==> src/rtl/alu_sched_pkg.sv <==
// Shared opcode, CCR and FSM definitions for the ALU issue scheduler.
// Optional round-robin arbitration is enabled with ALU_SCHED_ROUND_ROBIN_EN.
package alu_sched_pkg;

  localparam int unsigned OP_NOP  = 0;
  localparam int unsigned OP_ADD  = 1;
  localparam int unsigned OP_SUB  = 2;
  localparam int unsigned OP_AND  = 3;
  localparam int unsigned OP_OR   = 4;
  localparam int unsigned OP_XOR  = 5;
  localparam int unsigned OP_NOT  = 6;
  localparam int unsigned OP_MOV  = 7;
  localparam int unsigned OP_CMP  = 8;
  localparam int unsigned OP_SHL  = 9;
  localparam int unsigned OP_SHR  = 10;
  localparam int unsigned OP_ROR  = 11;
  localparam int unsigned OP_ROL  = 12;
  localparam int unsigned OP_MUL  = 13;
  localparam int unsigned OP_ADDC = 14;
  localparam int unsigned OP_SUBC = 15;
  localparam int unsigned OP_JMP  = 16;
  localparam int unsigned OP_BRA  = 17;
  localparam int unsigned OP_CALL = 18;
  localparam int unsigned OP_ADDI = 34;
  localparam int unsigned OP_SUBI = 35;
  localparam int unsigned OP_CMPI = 39;
  localparam int unsigned OP_NEG  = 40;
  localparam int unsigned OP_ABS  = 41;
  localparam int unsigned OP_INC  = 44;
  localparam int unsigned OP_DEC  = 45;
  localparam int unsigned OP_HALT = 64;
  localparam int unsigned OP_WAIT = 65;

  localparam int unsigned CCR_C   = 0;
  localparam int unsigned CCR_N   = 1;
  localparam int unsigned CCR_V   = 2;
  localparam int unsigned CCR_Z   = 3;
  localparam int unsigned CCR_INR = 4;
  localparam int unsigned CCR_NOP = 6;

  typedef enum logic [1:0] {
    StIdle,
    StExec,
    StDone
  } sched_state_e;

  function automatic logic is_nop_op(input logic [31:0] op);
    return op inside {OP_NOP, OP_JMP, OP_BRA, OP_CALL, OP_HALT, OP_WAIT};
  endfunction

  function automatic logic is_carry_op(input logic [31:0] op);
    return op inside {OP_ADD, OP_ADDC, OP_ADDI, OP_INC, OP_DEC,
                      OP_SHL, OP_SHR, OP_ROR, OP_ROL};
  endfunction

  function automatic logic is_ovf_op(input logic [31:0] op);
    return op inside {OP_ADD, OP_ADDC, OP_ADDI, OP_INC, OP_DEC,
                      OP_SUB, OP_SUBI, OP_CMPI, OP_NEG, OP_ABS};
  endfunction

  // Decode table: the dense block 0..18 plus the sparse immediate/unary/control ops.
  function automatic logic is_known_op(input logic [31:0] op);
    return (op <= OP_CALL) ||
           (op inside {OP_ADDI, OP_SUBI, OP_CMPI, OP_NEG, OP_ABS, OP_INC, OP_DEC,
                       OP_HALT, OP_WAIT});
  endfunction

endpackage

==> src/rtl/alu_req_arbiter.sv <==
// Two-way request arbiter; fixed priority (req0 first) unless
// ALU_SCHED_ROUND_ROBIN_EN selects an alternating pointer.
module alu_req_arbiter (
  input  logic       clk,
  input  logic       rst,
  input  logic       en,
  input  logic [1:0] req,
  input  logic       accept,
  output logic [1:0] grant
);

`ifdef ALU_SCHED_ROUND_ROBIN_EN
  logic ptr_q;  // 0: req0 preferred, 1: req1 preferred

  always_ff @(posedge clk) begin
    if (rst) begin
      ptr_q <= 1'b0;
    end else if (accept) begin
      ptr_q <= grant[0];
    end
  end

  always_comb begin
    grant = 2'b00;
    if (en) begin
      if (!ptr_q) begin
        if (req[0])      grant = 2'b01;
        else if (req[1]) grant = 2'b10;
      end else begin
        if (req[1])      grant = 2'b10;
        else if (req[0]) grant = 2'b01;
      end
    end
  end
`else
  logic unused_rr;
  assign unused_rr = ^{clk, rst, accept};

  always_comb begin
    grant = 2'b00;
    if (en) begin
      if (req[0])      grant = 2'b01;
      else if (req[1]) grant = 2'b10;
    end
  end
`endif

endmodule

==> src/rtl/alu_issue_scheduler.sv <==
// Shares one combinational ALU between execute (req0) and address generation (req1),
// and owns the CCR. Round-robin arbitration: define ALU_SCHED_ROUND_ROBIN_EN.
module alu_issue_scheduler
  import alu_sched_pkg::*;
#(
  parameter int unsigned DATA_W = 32,
  parameter int unsigned OP_W   = 32
) (
  input  logic                clk,
  input  logic                rst,
  input  logic [1:0]          req_valid,
  input  logic [2*OP_W-1:0]   req_op,
  input  logic [2*DATA_W-1:0] req_a,
  input  logic [2*DATA_W-1:0] req_b,
  output logic [1:0]          req_ready,
  output logic [1:0]          resp_valid,
  output logic [DATA_W-1:0]   resp_rz,
  output logic [OP_W-1:0]     alu_op,
  output logic [DATA_W-1:0]   alu_ra,
  output logic [DATA_W-1:0]   alu_rb,
  output logic [31:0]         alu_ccr,
  output logic                alu_nop_flag,
  input  logic [DATA_W-1:0]   alu_rz,
  input  logic                alu_c,
  input  logic                alu_v,
  input  logic                alu_n,
  input  logic                alu_z,
  output logic [31:0]         ccr_q
);

  sched_state_e        state_q, state_d;
  logic                tag_q;
  logic [OP_W-1:0]     op_q;
  logic [DATA_W-1:0]   a_q, b_q, rz_q, rz_d;
  logic [31:0]         ccr_d;
  logic [31:0]         op32;
  logic [1:0]          grant;
  logic                arb_en, accept;

  // No grant while reset is asserted so nothing is accepted on a reset edge.
  assign arb_en = (state_q == StIdle) && !rst;
  assign accept = |(req_valid & grant);
  assign op32   = 32'(op_q);

  alu_req_arbiter u_arbiter (
    .clk    (clk),
    .rst    (rst),
    .en     (arb_en),
    .req    (req_valid),
    .accept (accept),
    .grant  (grant)
  );

  always_comb begin
    state_d = state_q;
    unique case (state_q)
      StIdle:  if (accept) state_d = StExec;
      StExec:  state_d = StDone;
      StDone:  state_d = StIdle;
      default: state_d = StIdle;
    endcase
  end

  always_comb begin
    req_ready    = grant;
    resp_valid   = 2'b00;
    resp_rz      = '0;
    alu_op       = '0;
    alu_ra       = '0;
    alu_rb       = '0;
    alu_nop_flag = 1'b0;
    unique case (state_q)
      StIdle: alu_nop_flag = 1'b1;
      StExec: begin
        alu_op       = op_q;
        alu_ra       = a_q;
        alu_rb       = b_q;
        alu_nop_flag = is_nop_op(op32);
      end
      StDone: begin
        resp_valid[tag_q] = 1'b1;
        resp_rz           = rz_q;
      end
      default: ;
    endcase
  end

  assign alu_ccr = ccr_q;

  always_comb begin
    ccr_d = ccr_q;
    rz_d  = alu_rz;
    if (is_nop_op(op32)) begin
      ccr_d[CCR_NOP] = 1'b1;
      rz_d           = '0;
    end else if (!is_known_op(op32)) begin
      ccr_d[CCR_NOP] = 1'b0;
      ccr_d[CCR_INR] = 1'b1;
      ccr_d[CCR_Z]   = 1'b1;
      ccr_d[CCR_N]   = 1'b0;
      rz_d           = '0;
    end else begin
      ccr_d[CCR_NOP] = 1'b0;
      ccr_d[CCR_INR] = 1'b0;
      ccr_d[CCR_Z]   = alu_z;
      ccr_d[CCR_N]   = alu_n;
      if (is_carry_op(op32)) ccr_d[CCR_C] = alu_c;
      if (is_ovf_op(op32))   ccr_d[CCR_V] = alu_v;
    end
  end

  always_ff @(posedge clk) begin
    if (rst) begin
      state_q <= StIdle;
      tag_q   <= 1'b0;
      op_q    <= '0;
      a_q     <= '0;
      b_q     <= '0;
      rz_q    <= '0;
      ccr_q   <= '0;
    end else begin
      state_q <= state_d;
      if (state_q == StIdle && accept) begin
        tag_q <= grant[1];
        op_q  <= grant[1] ? req_op[OP_W +: OP_W]     : req_op[0 +: OP_W];
        a_q   <= grant[1] ? req_a[DATA_W +: DATA_W]  : req_a[0 +: DATA_W];
        b_q   <= grant[1] ? req_b[DATA_W +: DATA_W]  : req_b[0 +: DATA_W];
      end
      if (state_q == StExec) begin
        rz_q  <= rz_d;
        ccr_q <= ccr_d;
      end
    end
  end

endmodule

==> config.mk <==
export PLATFORM = sky130hd
export DESIGN_NAME = alu_issue_scheduler
export DESIGN_NICKNAME = d
export VERILOG_FILES = /design/src/rtl/alu_sched_pkg.sv /design/src/rtl/alu_req_arbiter.sv /design/src/rtl/alu_issue_scheduler.sv
export SDC_FILE = /design/constraint.sdc
export NUM_CORES = 1
export LEC_CHECK = 0
export CAP_MARGIN = 20
export CORE_AREA = 2 2 166 168
export CTS_CLUSTER_SIZE = 20
export DETAILED_ROUTE_END_ITERATION = 10
export DIE_AREA = 0 0 168 170
export MAX_ROUTING_LAYER = met4
export PLACE_DENSITY_LB_ADDON = 0.3
export SLEW_MARGIN = 40
export SYNTH_ARGS = -nofsm -noshare
export SYNTH_HDL_FRONTEND = slang
export SYNTH_SLANG_ARGS = --single-unit
==> constraint.sdc <==
create_clock -name clk -period 2.85 [get_ports clk]
set_clock_uncertainty 0.1 [all_clocks]
set_input_delay 0.57 -clock clk [delete_from_list [all_inputs] [get_ports clk]]
set_output_delay 0.57 -clock clk [all_outputs]
set_load 0.02 [all_outputs]
# After elaboration in Yosys (flattened, before gate mapping)
# Index checks and enable logic that the tools add are counted.
# classes
add_sub_neg	0
mul	0
n_div	0
n_lt_le_gt_ge	3
n_eq_ne	22
shifts	0
muxes	21
n_bitwise	2
reduce_logical	15
# ops
cell	count
$mux 32	9
$eq 32x6->1 const B	7
$eq 32x4->1 const B	5
$eq 32x5->1 const B	3
$eq 32x7->1 const B	2
$eq 32x1->1 const B	1
$eq 32x2->1 const B	1
$le 32x5->1 const B	1
$logic_not 32->1	1
$reduce_bool 9->1	2
$mux 2	6
$reduce_bool 10->1	1
$reduce_and 4->1	2
$reduce_bool 6->1	1
$pmux 2 s2	1
$logic_and 1x1->1	3
$mux 1	3
$and 2x2->2	1
$eq 2x1->1 const B	1
$eq 2x2->1 const B	1
$logic_not 2->1	1
$lt 1x2->1 const B	1
$ne 2x2->1 const B	1
$pmux 1 s2	1
other kinds (7)	7
# word_totals
register_bits	137
latchBits	0
ramBits	0
romBits	0
inputBits	232
word_cells	73
memories	0

# Longest topological paths before layout
# Gate-level depths: netlist of the first run.
# depth
ltp_word	7
mapped_depth	8
mapped_depth_nobuf	5

# By module
# From an unflattened synthesis of the first run, not the netlist that was laid out.
# unflattened
cells_unflattened	795
hier_area_um2	7210.7
# by_module_without_submodules
module	instances	cells_each	area_per_inst_um2	seq_area_each_um2
alu_issue_scheduler	1	793	7194.4	2742.6
alu_req_arbiter	1	2	16.3	0.0

# Least setup slack after synthesis of the first run
# Ideal clock, no wire load.
# synth_path
path_kind	flip-flop to output port
startpoint	register op_q[2] (netlist: op32[2])
endpoint	output alu_nop_flag
arrival_time_ns	1.762
required_time_ns	2.180
path_slack_ns	0.418
path_stages_with_launch	7
n_path_buf	1
path_cell_list	dfxtp_1 -> or4_1 -> a21oi_2 -> and2_1 -> buf_2 -> nand2_1 -> a21oi_1
# synth_via
elab_chain_cells	3
word_cells_on_any_way	8
classes_between	eq/ne (5); mux (1); reduce/logical (2)
# synth_rtl
element	line_no	rtl
from (decl)	alu_issue_scheduler.sv:33	logic [OP_W-1:0] op_q;
from (signal assigned)	alu_issue_scheduler.sv:125	op_q <= grant[1] ? req_op[OP_W +: OP_W] : req_op[0 +: OP_W];
$eq 32x5->1, or another cell as far along	alu_sched_pkg.sv:48	return op inside {OP_NOP, OP_JMP, OP_BRA, OP_CALL, OP_HALT, OP_WAIT};
$reduce_bool 6->1 *	alu_sched_pkg.sv:48	
$pmux 1 s2 *	alu_issue_scheduler.sv:72	unique case (state_q)
to (decl)	alu_issue_scheduler.sv:22	output logic alu_nop_flag,
# Mark *: on every way between the ends. The rest lies on a longest branch, timed or not.

# Final worst setup path of the first run
# layout_path
startpoint	register state_q[0]
endpoint	output alu_ra[2]
# layout_via
elab_chain_cells	2
# layout_rtl
element	line_no	rtl
from (decl)	alu_issue_scheduler.sv:31	sched_state_e state_q, state_d;
from (signal assigned)	alu_issue_scheduler.sv:114	state_q <= StIdle;
from (signal assigned)	alu_issue_scheduler.sv:122	state_q <= state_d;
$eq 2x1->1	alu_issue_scheduler.sv:72	
$mux 32	alu_issue_scheduler.sv:72	
to (decl)	alu_issue_scheduler.sv:19	output logic [DATA_W-1:0] alu_ra,
# No other way between the ends.

==> results of run 1 <==
## state kept, by name (all words and copies together) (netlist names)
| signal | count |
|---|---|
| a_q | 32 |
| alu_ccr | 6 |
| b_q | 32 |
| op32 | 32 |
| rz_q | 32 |
| state_q | 2 |
| tag_q | 1 |
## what timing repair did
| item | in CTS | in global routing |
|---|---|---|
| cloned | 0 | 1 |
| setup buffers | 0 | 1 |
| hold buffers | 0 | 0 |
| setup endpoints to repair | 50 | 81 |
| resized for setup | 35 | 8 |
## stage by stage
stage | setup TNS, ps | area (µm²) | worst slack [ps] | hold WS (ps)
floorplan | 0 | 7200 | 418 | 341
global placement | 0 | 10900 | 186 | 352
detailed placement | 0 | 10900 | 203 | 356
CTS | -153 | 11500 | -52.2 | 374
global route | 0 | 11600 | 15.4 | 387
finish | 0 | 11600 | 124 | 371
## layout make-up
class,instances,share of cell area (%)
timing repair buffer,405,35.0
multi-input combinational,667,32.1
sequential,137,23.8
clock buffer,19,3.92
tap,341,3.69
clock inverter,13,1.38
inverter,6,0.206
## worst max-delay path: stages (launching register included)
cell and delay [ps]:
dfxtp_2 380, nor2b_4 240, buf_12 220, and2_1 160, clkdlybuf4s50_1 620
## cell usage after synthesis, drive strengths merged
| cell | n |
|---|---|
| o311ai | 1 |
| nand2 | 199 |
| conb | 1 |
| nand4 | 1 |
| nand4b | 1 |
| inv | 6 |
| or4 | 1 |
| a221oi | 1 |
| a22o | 32 |
| nand2b | 4 |
| nor4b | 1 |
| o21ai | 1 |
| o31ai | 1 |
| a22oi | 2 |
| nor2b | 6 |
| o21a | 1 |
| nand3 | 1 |
| a32o | 1 |
| and2 | 130 |
| or2 | 1 |
| a21oi | 7 |
| a2111o | 2 |
| nor3 | 3 |
| nand3b | 1 |
| nor2 | 103 |
| clkbuf | 65 |
| nor3b | 1 |
| nor4bb | 2 |
| o211ai | 1 |
| nor4 | 7 |
| buf | 70 |
| a311oi | 96 |
| a21o | 2 |
| mux2i | 1 |
| or4b | 1 |
| a211oi | 3 |
| dfxtp | 137 |
## cell families after synthesis
family,count (synthesis)
compound gates,151
other cells,1
simple gates,463
flops,137
buf+inv,141
mux,1
## where the power goes
group          switching [µW]  internal (µW)
sequential               78.6           2050
combinational             599            608
clock                     967           1360
## worst paths after layout
kind / startpoint / end / slack [ps] / cells after the start
setup reg to reg: op32[6]$_SDFFE_PP0P_ / alu_ccr[2]$_SDFFE_PP0P_ / 550 / 6
setup / recovery: state_q[0]$_SDFFE_PP0P_ / alu_ra[2] / 120 / 4
hold / removal: rz_q[29]$_SDFFE_PP0P_ / rz_q[29]$_SDFFE_PP0P_ / 370 / 1
hold reg to reg: rz_q[29]$_SDFFE_PP0P_ / rz_q[29]$_SDFFE_PP0P_ / 370 / 1
## metal layers
layer	GRT usage (%)	vias to the layer above	share of wire, %
met5	-	-	0
li1	-	3626	-
met2	31.5	284	49
met1	19.9	3330	42
met3	5.67	27	7.4
met4	5.14	0	1.7
==> out/results.md, run 1 <==
- dfxtp_1, a311oi_1, and2_1 — leading post-synthesis cells by cell area
- 376 — number of port buffers
- 18.1% — total global routing track utilization
- 800 ps — slew at the pin closest to its max-slew limit
- done — clock tree from TritonCTS
- 261 — initial DRC count
- 7267 — DR vias
- 137 — TritonCTS Sinks
- no — setup repair after global routing missed its margin
- 26.3% — Initial Utilization
- 17 — CTS Buf Count
- 0 — number of remaining DRC errors
- 16.4 µm — routed wire length per instance
- 18.5% — complex-gate fraction of the synthesized area
- 0.00461 µW — total leakage power
- 0 — antenna violation net count after detailed routing
- complete, no violations — result of the run
- 0 — final hold viol count
- 1554 — cell count after placement
- dfxtp_1 — top cell type by total area after synthesis
- 26.1 mm — WL final
- 4.58 — routed vias/inst
- 64.9% — Area growth, synth to finish
- 95.6% — share of the cycle needed by the critical path after routing
- 2060 ps — arrival time of the worst setup path
- 43.4% — final core utilization
- clkdlybuf4s50_1 — most common library cell in the layout ignoring fill and taps
- 1588 — final standard cell count with taps included and fillers excluded
- 0 — number of synthesis warnings
- 0.804 — final RePlAce weighted congestion
- 0 — global-route congestion overflow total
- register to register — worst hold path type
- 7010 µm² — post-synthesis instance area
- 420 ps — later-pin clock latency in the skew report
- 39.1% — portion of the post-synthesis area used by sequential elements
- 170 µm — die extent in y
- 31.1% — fraction of the mapped netlist area in simple logic gates
- clkdlybuf4s50_1, nand2_1, dfxtp_1 — top library cells by usage in the layout, fill and taps aside
- 41 — largest fanout on the critical path
- 60 — Site Rows
- 3710 µm² — combined area of the multi-input logic cells
- simple AND/OR/NAND/NOR gates — main combinational cell family by area after synthesis
- 348 µV — Peak supply drop
- 2180 ps — WP data required
- 6.17% — fraction of final layout cells with drive strength greater than 1
- 1466 — final net count
- 0 — Diodes inserted
- 168 µm — floorplan die width
- 46.7% — max-slew headroom at the worst pin
- 4 — H-tree Lvls
- 367 MHz — maximum clock frequency
- 39.1% — share of the synthesized area in the top cell type
- 0% — area share of xor/xnor cells in the synthesized design
- 60 ps — clock-pin slew on the worst setup and hold paths
- 2730 ps — final critical delay including setup and external delays
- 2 — maximum clock insertion buffer count
- 28600 µm² — overall die area
- clkbuf_16 — buffer cell driving the clock tree root
- 7.84 µm² — mean post-synth cell area
- 2677 — filler cell count in the final layout
- 5670 µW — Power Total
- 137 — Synth Register Bits
- 18.7 mm — DP Wirelength
- 7068 — via count of the first global-routing pass
- register to output port — Worst Path Class, Setup
- 894 — cell count after synthesis
- 429 — ports placed on the boundary
- 105 — pin count of the biggest net entering global routing
- 4 — First-pass DRT Iterations
- 44 — unique cell type count in the Yosys netlist
- 2750 µm² — Reg area
- 26700 µm² — core area
- output port — critical path capture point type
- 0.143% — multiplexer share of the synthesized area
- 39.2 mm — global-route wire length before repair
- 0 — reported max-cap violation count
- 0 — Setup Viol. Count Final
- 490 nW/µm² — power per unit of standard cell area
- 0 — number of antenna violations at the first check in global routing
- 0 — Max Slew Vio Count
- 0% — Synth Area in Adders
- register — startpoint type of the worst setup path
(Power assumes the default switching activity.)
==> run 2: changes to the inputs <==
Settings changed: ABC_CLOCK_PERIOD_IN_PS set to 2850.
==> results of run 2 <==
The final DEF is identical to that of run 1; final timing and power are the same.
==> run 3: changes to the inputs <==
Settings changed: SLEW_MARGIN 40 to 30.
==> results of run 3 <==
The final DEF is identical to that of run 1; final timing and power are the same.
